File: src/rtl/transposed_buffer_ctrl_pkg.sv
// Shared constants and state encoding for the transposed buffer controller.
package transposed_buffer_ctrl_pkg;
  localparam int SAMPLE_W  = 11;
  localparam int ROWS      = 9;
  localparam int COLS      = 4;
  localparam int COL_W     = SAMPLE_W * ROWS;
  localparam int ROW_CNT_W = $clog2(ROWS);
  localparam int COL_CNT_W = $clog2(COLS);

  typedef enum logic {
    FILL  = 1'b0,
    DRAIN = 1'b1
  } state_t;
endpackage

File: src/rtl/transposed_buffer_ctrl_column_mux.sv
// Four-way column selector for the transposed buffer readout.
module column_mux_4to1
  import transposed_buffer_ctrl_pkg::*;
(
  input  logic [COL_W-1:0] col_0,
  input  logic [COL_W-1:0] col_1,
  input  logic [COL_W-1:0] col_2,
  input  logic [COL_W-1:0] col_3,
  input  logic [1:0]       sel,
  output logic [COL_W-1:0] col
);
  always_comb begin
    col = '0;
    unique case (sel)
      2'd0: col = col_0;
      2'd1: col = col_1;
      2'd2: col = col_2;
      2'd3: col = col_3;
      default: col = '0;
    endcase
  end
endmodule

File: src/rtl/transposed_buffer_ctrl.sv
// Fill/drain controller for the 9x4 transposed buffer of the interpolation datapath.
// Optional 16-bit BLOCK_CNT output is enabled by TRANSPOSED_BUFFER_CTRL_BLOCK_CNT_EN.
//   state | meaning
//   FILL  | accepting rows, buffer shifts on each accepted row
//   DRAIN | buffer frozen, one column handed downstream per handshake
module transposed_buffer_ctrl
  import transposed_buffer_ctrl_pkg::*;
(
  input  logic             CLK,
  input  logic             RST_SYNC_N,
  input  logic             FLUSH,
  input  logic             ROW_VALID,
  output logic             ROW_READY,
  output logic             BUF_WRITE_EN,
  input  logic [COL_W-1:0] COL_IN_0,
  input  logic [COL_W-1:0] COL_IN_1,
  input  logic [COL_W-1:0] COL_IN_2,
  input  logic [COL_W-1:0] COL_IN_3,
  output logic             COL_VALID,
  input  logic             COL_READY,
  output logic [COL_W-1:0] COL_OUT,
  output logic [1:0]       COL_IDX,
`ifdef TRANSPOSED_BUFFER_CTRL_BLOCK_CNT_EN
  output logic [15:0]      BLOCK_CNT,
`endif
  output logic             COL_LAST
);
  state_t                 state, state_next;
  logic [ROW_CNT_W-1:0]   row_cnt, row_cnt_next;
  logic [COL_CNT_W-1:0]   col_cnt, col_cnt_next;
  logic [COL_W-1:0]       col_sel;
  logic                   row_acc, col_acc;

  always_ff @(posedge CLK) begin
    if (!RST_SYNC_N) begin
      state   <= FILL;
      row_cnt <= '0;
      col_cnt <= '0;
    end else begin
      state   <= state_next;
      row_cnt <= row_cnt_next;
      col_cnt <= col_cnt_next;
    end
  end

  assign ROW_READY    = (state == FILL);
  assign COL_VALID    = (state == DRAIN);
  assign row_acc      = ROW_VALID & ROW_READY;
  assign col_acc      = COL_VALID & COL_READY;
  assign BUF_WRITE_EN = row_acc;

  always_comb begin
    state_next   = state;
    row_cnt_next = row_cnt;
    col_cnt_next = col_cnt;
    // An aborted block restarts from an empty count; the buffer itself is simply overwritten.
    if (FLUSH) begin
      state_next   = FILL;
      row_cnt_next = '0;
      col_cnt_next = '0;
    end else begin
      unique case (state)
        FILL: begin
          if (row_acc) begin
            if (row_cnt == ROW_CNT_W'(ROWS - 1)) begin
              state_next   = DRAIN;
              row_cnt_next = '0;
              col_cnt_next = '0;
            end else begin
              row_cnt_next = row_cnt + 1'b1;
            end
          end
        end
        DRAIN: begin
          if (col_acc) begin
            if (col_cnt == COL_CNT_W'(COLS - 1)) begin
              state_next   = FILL;
              col_cnt_next = '0;
            end else begin
              col_cnt_next = col_cnt + 1'b1;
            end
          end
        end
        default: state_next = FILL;
      endcase
    end
  end

  column_mux_4to1 u_column_mux (
    .col_0 (COL_IN_0),
    .col_1 (COL_IN_1),
    .col_2 (COL_IN_2),
    .col_3 (COL_IN_3),
    .sel   (col_cnt),
    .col   (col_sel)
  );

  assign COL_OUT  = (state == DRAIN) ? col_sel : '0;
  assign COL_IDX  = (state == DRAIN) ? col_cnt : '0;
  assign COL_LAST = (state == DRAIN) && (col_cnt == COL_CNT_W'(COLS - 1));

`ifdef TRANSPOSED_BUFFER_CTRL_BLOCK_CNT_EN
  // Counts completed handshakes of the last column; FLUSH does not clear it.
  always_ff @(posedge CLK) begin
    if (!RST_SYNC_N)
      BLOCK_CNT <= '0;
    else if (col_acc && COL_LAST)
      BLOCK_CNT <= BLOCK_CNT + 16'd1;
  end
`endif
endmodule

File: config.mk
export PLATFORM = sky130hd
export DESIGN_NAME = transposed_buffer_ctrl
export DESIGN_NICKNAME = d
export VERILOG_FILES = /design/src/rtl/transposed_buffer_ctrl_pkg.sv /design/src/rtl/transposed_buffer_ctrl_column_mux.sv /design/src/rtl/transposed_buffer_ctrl.sv
export SDC_FILE = /design/constraint.sdc
export NUM_CORES = 1
export LEC_CHECK = 0
export CAP_MARGIN = 0
export CORE_AREA = 3 3 197 199
export CTS_CLUSTER_DIAMETER = 100
export DETAILED_ROUTE_END_ITERATION = 8
export DIE_AREA = 0 0 200 202
export GPL_TIMING_DRIVEN = 1
export SLEW_MARGIN = 10
export SYNTH_ARGS = -nofsm -noshare
export SYNTH_HDL_FRONTEND = slang
export SYNTH_SLANG_ARGS = --single-unit
File: constraint.sdc
create_clock -name CLK -period 3.95 [get_ports CLK]
set_clock_uncertainty 0.05 [all_clocks]
set_input_delay 0.79 -clock CLK [delete_from_list [all_inputs] [get_ports CLK]]
set_output_delay 0.79 -clock CLK [all_outputs]
set_load 0.1 [all_outputs]
==> flow_metrics.py, run 1 <==
metrics = {
    "floorplan": {
        "io_pins": 506,
        "dieWidth_um": 200,
        "fp.dieH_um": 202,
        "num_rows": 71,
        "coreArea_um2": 37400,
        "dieArea_um2": 40400,
        "initial_core_util_pct": 7.113,
    },
    "finish": {
        "layout-drive-gt1-share_pct": 24.26,
        "fin_cells": 1389,
        "multi_input_area_um2": 2571,
        "finalCoreUtilization_pct": 24.61,
        "final_cell_area_um2": 9203,
        "fillers": 3998,
        "area_growth_syn_to_layout_pct": 246.0,
        "antenna_cells": 0,
        "nets": 1286,
        "ff_latch_area_um2": 141.4,
    },
    "synthesis": {
        "synth_cell_types": 26,
        "avgSynthCellArea_um2": 6.441,
        "syn_area_um2": 2660,
        "synth_nets": 820,
        "yosysSeqAreaShare_pct": 5.268,
        "ys.flop_type": "dfxtp_1",
        "yosysWarnings": 0,
        "synth_commonest_cells": "102 x o21ai_0, 101 x a21oi_1, 99 x a222oi_1",
        "synth_most_common_cell": "o21ai_0",
        "synthArstFlopShare_pct": 0,
        "synth-edff-count": 0,
        "syn_inst": 413,
        "synthTopCellsByArea": "a222oi_1 37%, o21ai_0 19%, a21oi_1 19%",
        "synth_top_area_share_pct": 37.25,
        "synth_top_area_cell": "a222oi_1",
        "synth-seq-cells": 7,
    },
    "placed_design": {
        "dp.cells": 1385,
        "dpl-instance-area_um2": 9124,
        "post-place-ws_ns": 0.7924,
        "hpwl_um": 18400,
        "place.gp.congestion": 0.7550,
        "port_buffers": 505,
    },
    "worst_setup_path": {
        "path_max_fanout": 32,
        "rr_startpoint": "COL_VALID$_SDFF_PP0_",
        "worst-r2r-setup-slack_ns": 2.33,
        "path_class": "flip-flop to primary output",
        "crit_path_start_kind": "flip-flop",
        "regToRegEndpoint": "col_cnt[0]$_SDFFE_PP0P_",
        "end_kind": "primary output",
        "worstPathArrival_ns": 2.47,
        "required_ns": 3.11,
        "rr_worst_depth": 4,
    },
    "clock_tree": {
        "htree_levels": 1,
        "ctsResizeCount": 0,
        "clkLatencyLatePin_ns": 0.23,
        "clock_sinks": 7,
        "cts_hold_buf": 0,
        "cts_tree": "yes",
        "cts_buffers": 3,
        "clk_pin_slew_worst_paths_ns": 0.04,
        "cts_setup_buffers": 0,
        "clock-root-buffer": "clkbuf_16",
        "cts_max_path_buffers": 2,
    },
    "sta": {
        "setup_violations": 0,
        "whs_ns": 0.4669,
        "fin_setup_tns_ns": 0,
        "min_period_over_period_pct": 83.84,
        "grt_setup_unrepaired": "no",
        "setup_slack_ns": 0.6383,
        "tightest_slew_ns": 0.9870,
        "fmax_mhz": 302.0,
        "slew_headroom_pct": 33.99,
        "finalHoldViolations": 0,
        "final_max_slew_viol_count": 0,
        "period_minus_slack_ns": 3.312,
    },
    "run_status": {
        "status": "finished clean",
    },
    "routing": {
        "detail_route.first_pass.iterations": 8,
        "viasPerCell": 4.172,
        "route.detailed.drc": 0,
        "drt-initial-drc-count": 566,
        "wl_per_cell_um": 16.68,
        "num_vias": 5795,
        "finalWirelength_um": 23170,
        "ant_nets": 0,
    },
    "grt": {
        "grt-ovfl-total": 0,
        "grt_pass1_vias": 5604,
        "grt_max_degree": 106,
        "grtUsageTotal_pct": 9.898,
        "grt_pass1_wl_um": 31940,
        "antenna_found_initial": 0,
    },
    "flow_run": {
        "cap_violations": 0,
    },
    "worst_hold_path": {
        "hp-class": "flip-flop to flip-flop",
        "min_from": "row_cnt[1]$_SDFFE_PP0P_",
        "holdPathStages": 2,
        "whs_endpoint": "row_cnt[1]$_SDFFE_PP0P_",
    },
    "power": {
        "ir_worst_vdd_uv": 105.6,
        "finalPower_mw": 0.6660,
        "p_leak_nw": 2.995,
        "power_density_nw_per_um2": 72.37,
    },
}
[placed cells by master, fill, tap and decap left out, types with 3 or more instances in the layout]
| cell type | synthesis | routed |
|---|---|---|
| inv_1 | 6 | 6 |
| buf_4 | 0 | 62 |
| a222oi_1 | 99 | 99 |
| a21oi_2 | 0 | 79 |
| o21ai_0 | 102 | 102 |
| ha_1 | 6 | 3 |
| nor3_1 | 3 | 3 |
| nor2_1 | 3 | 3 |
| clkbuf_16 | 0 | 3 |
| nand3_1 | 3 | 3 |
| ha_4 | 0 | 3 |
| clkdlybuf4s50_1 | 0 | 401 |
| dfxtp_1 | 7 | 6 |
| a21oi_1 | 101 | 22 |
| nand2_1 | 5 | 5 |
| buf_12 | 0 | 63 |
[per-layer routing]
| metal | track usage, % | wire length [µm] |
|---|---|---|
| met4 | 1.695 | 289 |
| met5 | 0 | 0 |
| met3 | 2.167 | 2361 |
| met2 | 18.52 | 11730 |
| met1 | 11.57 | 8782 |
[how the worst max path moves through the flow]
stage                            startpoint          end  cells past startpoint
floorplan              COL_VALID$_SDFF_PP0_   COL_IDX[0]                      3
global placement    col_cnt[0]$_SDFFE_PP0P_  COL_OUT[69]                      6
detailed placement  col_cnt[0]$_SDFFE_PP0P_  COL_OUT[69]                      6
CTS                 col_cnt[0]$_SDFFE_PP0P_  COL_OUT[69]                      6
global route        col_cnt[0]$_SDFFE_PP0P_  COL_OUT[69]                      6
finish              col_cnt[0]$_SDFFE_PP0P_  COL_OUT[69]                      6
[sequential cells by signal (all words and copies together), names as in the netlist]
register	cells
col_cnt	2
COL_VALID	1
row_cnt	4
[cells by family after synthesis]
logic type | after synthesis | synth area share (%)
flip-flops | 7 | 5.268
AND/OR/NAND/NOR | 22 | 4.657
XOR/XNOR | 2 | 0.6586
AO/OA/AOI/OAI | 304 | 75.96
buffers and inverters | 72 | 10.63
adder cells (fa/ha/maj) | 6 | 2.822
[layout make-up]
class | instances | area share (%)
sequential | 7 | 1.536
clock buffer | 4 | 0.8566
inverter | 7 | 0.3399
timing repair buffer | 526 | 62.38
multi-input combinational | 334 | 27.94
tap | 511 | 6.948
[where the power goes]
group / internal (mW) / switching [mW] / total [mW] / leakage [nW]
clock network: 0.134 / 0.0369 / 0.171 / 0.0382
logic: 0.346 / 0.0757 / 0.422 / 2.90
registers: 0.0718 / 0.000847 / 0.0727 / 0.0571
total: 0.552 / 0.113 / 0.666 / 3.00
[critical path, cell delays in order (launching register included)]
cell and delay [ns]:
dfxtp_1 0.46, inv_1 0.16, ha_4 0.32, buf_4 0.27
a222oi_1 0.63, a21oi_2 0.11, buf_4 0.25
Note: power is estimated with default switching activity, not from simulation.
==> inputs of run 2 (changes only) <==
--- a/config.mk
+++ b/config.mk
@@ -6,10 +6,10 @@
 export NUM_CORES = 1
 export LEC_CHECK = 0
 export CAP_MARGIN = 0
-export CORE_AREA = 3 3 197 199
+export CORE_AREA = 3 3 194 196
 export CTS_CLUSTER_DIAMETER = 100
 export DETAILED_ROUTE_END_ITERATION = 8
-export DIE_AREA = 0 0 200 202
+export DIE_AREA = 0 0 197 199
 export GPL_TIMING_DRIVEN = 1
 export SLEW_MARGIN = 10
 export SYNTH_ARGS = -nofsm -noshare
==> constraint.sdc (replaced) <==
create_clock -name CLK -period 2.95 [get_ports CLK]
set_clock_uncertainty 0.05 [all_clocks]
set_input_delay 0.59 -clock CLK [delete_from_list [all_inputs] [get_ports CLK]]
set_output_delay 0.59 -clock CLK [all_outputs]
set_load 0.1 [all_outputs]
==> run 2 against run 1 <==
Clock power increased by 42%. Non-clock buffer count increased by 8. Largest power group unchanged. Critical endpoint is now COL_OUT[60]. Count of clock-buffer cells in the layout decreased by 1.
==> flow_metrics.py, run 2 (synthesized netlist as in run 1, its figures left out) <==
metrics = {
    "grt": {
        "grt_pass1_vias": 6037,
        "antenna_found_initial": 0,
        "grtUsageTotal_pct": 13.01,
        "grt-ovfl-total": 0,
        "grt_max_degree": 56,
        "grt_pass1_wl_um": 38630,
    },
    "routing": {
        "detail_route.first_pass.iterations": 7,
        "wl_per_cell_um": 21.43,
        "ant_nets": 0,
        "drt-initial-drc-count": 585,
        "route.detailed.drc": 0,
        "num_vias": 5980,
        "viasPerCell": 4.417,
        "finalWirelength_um": 29020,
    },
    "sta": {
        "grt_setup_unrepaired": "yes",
        "period_minus_slack_ns": 2.856,
        "tightest_slew_ns": 0.5355,
        "setup_violations": 0,
        "finalHoldViolations": 0,
        "whs_ns": 0.4454,
        "slew_headroom_pct": 64.03,
        "fmax_mhz": 350.2,
        "final_max_slew_viol_count": 0,
        "min_period_over_period_pct": 96.80,
    },
    "clock_tree": {
        "clkLatencyLatePin_ns": 0.24,
        "clk_pin_slew_worst_paths_ns": 0.04,
        "clock_sinks": 7,
        "cts_buffers": 3,
        "cts_tree": "yes",
        "cts_max_path_buffers": 2,
        "clock-root-buffer": "clkbuf_16",
        "htree_levels": 1,
        "cts_hold_buf": 0,
    },
    "floorplan": {
        "io_pins": 506,
        "fp.dieH_um": 199,
        "coreArea_um2": 36260,
        "dieWidth_um": 197,
        "initial_core_util_pct": 7.336,
        "num_rows": 70,
        "dieArea_um2": 39200,
    },
    "power": {
        "ir_worst_vdd_uv": 121.9,
        "finalPower_mw": 0.9179,
        "p_leak_nw": 3.183,
        "power_density_nw_per_um2": 91.98,
    },
    "worst_setup_path": {
        "path_class": "flip-flop to primary output",
        "rr_worst_depth": 4,
        "crit_path_start": "col_cnt[0]$_SDFFE_PP0P_",
        "rr_startpoint": "COL_VALID$_SDFF_PP0_",
        "worst-r2r-setup-slack_ns": 1.27,
        "worstPathArrival_ns": 2.22,
        "end_kind": "primary output",
        "required_ns": 2.31,
        "crit_path_start_kind": "flip-flop",
        "path_max_fanout": 51,
        "regToRegEndpoint": "col_cnt[1]$_SDFFE_PP0P_",
    },
    "finish": {
        "mostFrequentLayoutCells": "400 x clkdlybuf4s50_1, 112 x buf_12, 102 x o21ai_0",
        "fillers": 3852,
        "area_growth_syn_to_layout_pct": 275.2,
        "largest_reg_flops": 4,
        "nets": 1294,
        "antenna_cells": 0,
        "top_register": "row_cnt",
        "layout-drive-gt1-share_pct": 27.88,
        "mostFrequentLayoutCell": "clkdlybuf4s50_1",
    },
    "worst_hold_path": {
        "whs_endpoint": "row_cnt[1]$_SDFFE_PP0P_",
        "min_from": "row_cnt[1]$_SDFFE_PP0P_",
        "holdPathStages": 2,
        "hp-class": "flip-flop to flip-flop",
    },
    "placed_design": {
        "place.gp.congestion": 0.7829,
        "hpwl_um": 23610,
        "port_buffers": 505,
    },
    "flow_run": {
        "cap_violations": 0,
    },
    "run_status": {
        "status": "finished clean",
    },
}
-- run 2: cell type report --
| type | instances | area, µm² | share of cell area [%] |
|---|---|---|---|
| clock buffers | 3 | 75.07 | 0.7523 |
| well taps | 468 | 585.6 | 5.868 |
| multi-input cells | 334 | 2656 | 26.62 |
| clock inverters | 1 | 5.005 | 0.05015 |
| inverters | 7 | 31.28 | 0.3134 |
| repair buffers | 534 | 6480 | 64.93 |
| flip-flops and latches | 7 | 146.4 | 1.467 |
-- run 2: per-stage QoR --
stage                     std cells  setup slack, ns  util (%)  instance area, µm²    TNS, ns
after detailed placement       1346          0.08769     27.09                9823          0
final                          1354          0.09433     27.52                9980          0
after global routing           1354        -0.003936     27.52                9980  -0.003936
after floorplan                 413         -0.05579         -                3043    -0.1020
after global placement         1346           0.1035     27.09                9823          0
after CTS                      1351          0.02096     27.36                9921          0
-- run 2: worst max-delay path by stage --
stage / slack (ns) / depth (start not counted) / end
floorplan: -0.06 / 7 / COL_OUT[97]
global placement: 0.10 / 7 / COL_OUT[82]
detailed placement: 0.09 / 6 / COL_OUT[90]
CTS: 0.02 / 7 / COL_OUT[82]
global route: -0.004 / 6 / COL_OUT[46]
finish: 0.09 / 7 / COL_OUT[60]
-- run 2: report_power, final --
group	internal, mW	leakage [nW]	switching, mW
clock	0.179	0.0409	0.0642
combinational	0.467	3.08	0.112
sequential	0.0951	0.0584	0.00114
total	0.741	3.18	0.177
-- run 2: what timing repair did --
action                     4_1_cts  5_1_grt
setup endpoints to repair       61        9
setup buffers                    1        2
gates resized for setup          3        3
pin swaps                        3        2
cloned                           0        1
-- run 2: critical path, cell delays in order (launching register included) --
cell and delay, ns:
dfxtp_2 0.41, inv_1 0.14, ha_1 0.26, clkinv_4 0.19
buf_16 0.26, o21ai_0 0.24, a21oi_2 0.23, buf_12 0.20
-- run 2: metal layers --
layer	up-vias	routed length (µm)	GRT usage (%)
met5	-	0	0
met4	0	837	4.250
met3	34	3025	3.354
met2	424	14650	24.01
met1	2788	10510	14.60
li1	2734	-	-
==> inputs of run 3 (changes only) <==
--- a/config.mk
+++ b/config.mk
@@ -8,9 +8,11 @@
 export CAP_MARGIN = 0
 export CORE_AREA = 3 3 194 196
 export CTS_CLUSTER_DIAMETER = 100
+export CTS_CLUSTER_SIZE = 16
 export DETAILED_ROUTE_END_ITERATION = 8
 export DIE_AREA = 0 0 197 199
 export GPL_TIMING_DRIVEN = 1
+export SETUP_SLACK_MARGIN = 0.5
 export SLEW_MARGIN = 10
 export SYNTH_ARGS = -nofsm -noshare
 export SYNTH_HDL_FRONTEND = slang
==> run 3 against run 2 <==
Flip-flop and latch count did not move. Critical path depth did not move. Count of clock-buffer cells in the layout rose by 1. First-iteration DRC count fell by 23%. Sequential power fell by 0.9%. Register-to-register slack barely moved. Clock power fell by 5%. Core utilization rose by 4.7 points. Routed wire length fell by 1.4%. Sequential share of layout area fell by 0.20 points. Power fell by 1.6%. Die area did not move. Critical path type unchanged. Critical endpoint is now COL_OUT[72].
==> flow_metrics.py, run 3 (synthesized netlist as in run 1, its figures left out) <==
metrics = {
    "run_status": {
        "status": "finished clean",
    },
    "finish": {
        "top_register": "row_cnt",
        "layout-drive-gt1-share_pct": 34.13,
        "area_growth_syn_to_layout_pct": 339.8,
        "mostFrequentLayoutCells": "400 x clkdlybuf4s50_1, 124 x buf_12, 99 x a222oi_1",
        "fillers": 3658,
        "mostFrequentLayoutCell": "clkdlybuf4s50_1",
        "nets": 1366,
        "largest_reg_flops": 4,
        "finalCoreUtilization_pct": 32.27,
    },
    "sta": {
        "slew_headroom_pct": 59.01,
        "tightest_slew_ns": 0.6148,
        "setup_violations": 0,
        "fmax_mhz": 365.1,
        "grt_setup_unrepaired": "yes",
        "whs_ns": 0.4381,
        "final_max_slew_viol_count": 0,
        "min_period_over_period_pct": 92.85,
        "finalHoldViolations": 0,
        "setup_slack_ns": 0.2108,
        "period_minus_slack_ns": 2.739,
    },
    "clock_tree": {
        "cts_tree": "yes",
        "clk_pin_slew_worst_paths_ns": 0.04,
        "clkLatencyLatePin_ns": 0.23,
        "clock-root-buffer": "clkbuf_16",
        "cts_max_path_buffers": 2,
        "cts_buffers": 3,
        "clock_sinks": 7,
        "htree_levels": 1,
    },
    "routing": {
        "drt-initial-drc-count": 453,
        "route.detailed.drc": 0,
        "viasPerCell": 4.425,
        "wl_per_cell_um": 20.03,
        "ant_nets": 0,
        "num_vias": 6323,
        "finalWirelength_um": 28630,
        "detail_route.first_pass.iterations": 7,
    },
    "grt": {
        "grt_pass1_vias": 6493,
        "grt-ovfl-total": 0,
        "antenna_found_initial": 3,
        "grt_max_degree": 59,
        "grt_pass1_wl_um": 39070,
        "grtUsageTotal_pct": 12.81,
    },
    "worst_setup_path": {
        "path_class": "flip-flop to primary output",
        "end_kind": "primary output",
        "worstPathArrival_ns": 2.10,
        "crit_path_start_kind": "flip-flop",
        "path_max_fanout": 50,
        "required_ns": 2.31,
    },
    "placed_design": {
        "hpwl_um": 21180,
        "post-place-ws_ns": 0.2670,
        "port_buffers": 505,
        "place.gp.congestion": 0.7919,
    },
    "flow_run": {
        "cap_violations": 0,
    },
    "floorplan": {
        "num_rows": 70,
        "io_pins": 506,
        "initial_core_util_pct": 7.336,
        "dieArea_um2": 39200,
        "coreArea_um2": 36260,
        "fp.dieH_um": 199,
        "dieWidth_um": 197,
    },
    "power": {
        "finalPower_mw": 0.9032,
        "p_leak_nw": 3.824,
        "ir_worst_vdd_uv": 93.24,
        "power_density_nw_per_um2": 77.20,
    },
    "worst_hold_path": {
        "hp-class": "flip-flop to flip-flop",
    },
}
[run 3: metrics by stage]
| step | instance area (µm²) | setup TNS (ns) | std cells |
|---|---|---|---|
| after floorplan | 3608 | -6.480 | 413 |
| after global placement | 10380 | 0 | 1356 |
| after detailed placement | 10380 | 0 | 1356 |
| after CTS | 11490 | 0 | 1414 |
| after global routing | 11700 | 0 | 1428 |
| final | 11700 | 0 | 1429 |
[run 3: cell type report]
class	count	area [µm²]	share of cell area (%)
sequential	7	147.6	1.262
timing repair buffer	602	7447	63.65
inverter	7	50.05	0.4278
antenna	3	7.507	0.06416
timing repair inverter	4	87.58	0.7486
multi-input combinational	334	3296	28.17
tap	468	585.6	5.005
clock buffer	4	78.83	0.6737
[run 3: worst paths after layout]
check	from	endpoint	slack (ns)	depth (start not counted)
setup / recovery	col_cnt[1]$_SDFFE_PP0P_	COL_OUT[72]	0.21	7
hold / removal	row_cnt[1]$_SDFFE_PP0P_	row_cnt[1]$_SDFFE_PP0P_	0.44	2
setup reg to reg	COL_VALID$_SDFF_PP0_	col_cnt[0]$_SDFFE_PP0P_	1.28	4
hold reg to reg	row_cnt[1]$_SDFFE_PP0P_	row_cnt[1]$_SDFFE_PP0P_	0.44	2
[run 3: layer usage]
metal | track usage (%) | routed length (µm) | vias up
met3 | 2.812 | 2733 | 26
met1 | 14.95 | 10770 | 2990
li1 | - | - | 2895
met5 | 0 | 13 | -
met2 | 23.79 | 14570 | 410
met4 | 3.168 | 547 | 2
[run 3: critical path, stage by stage, from the launching register on]
cell and delay [ns]:
dfxtp_1 0.32, inv_1 0.13, ha_4 0.21, buf_12 0.16, a222oi_1 0.54, buf_4 0.22, a21oi_4 0.06, buf_12 0.17
[run 3: timing repair]
action | in CTS | in global routing
buffers inserted | 37 | 11
hold buffers | 0 | 0
cloned | 17 | 1
pin swaps | 64 | 63
resized for setup | 91 | 55
setup endpoints to repair | 99 | 99
[run 3: power by group]
group / switching (mW) / total, mW / internal, mW
Clock: 0.0504 / 0.230 / 0.180
Combinational: 0.111 / 0.578 / 0.467
Sequential: 0.00110 / 0.0954 / 0.0943
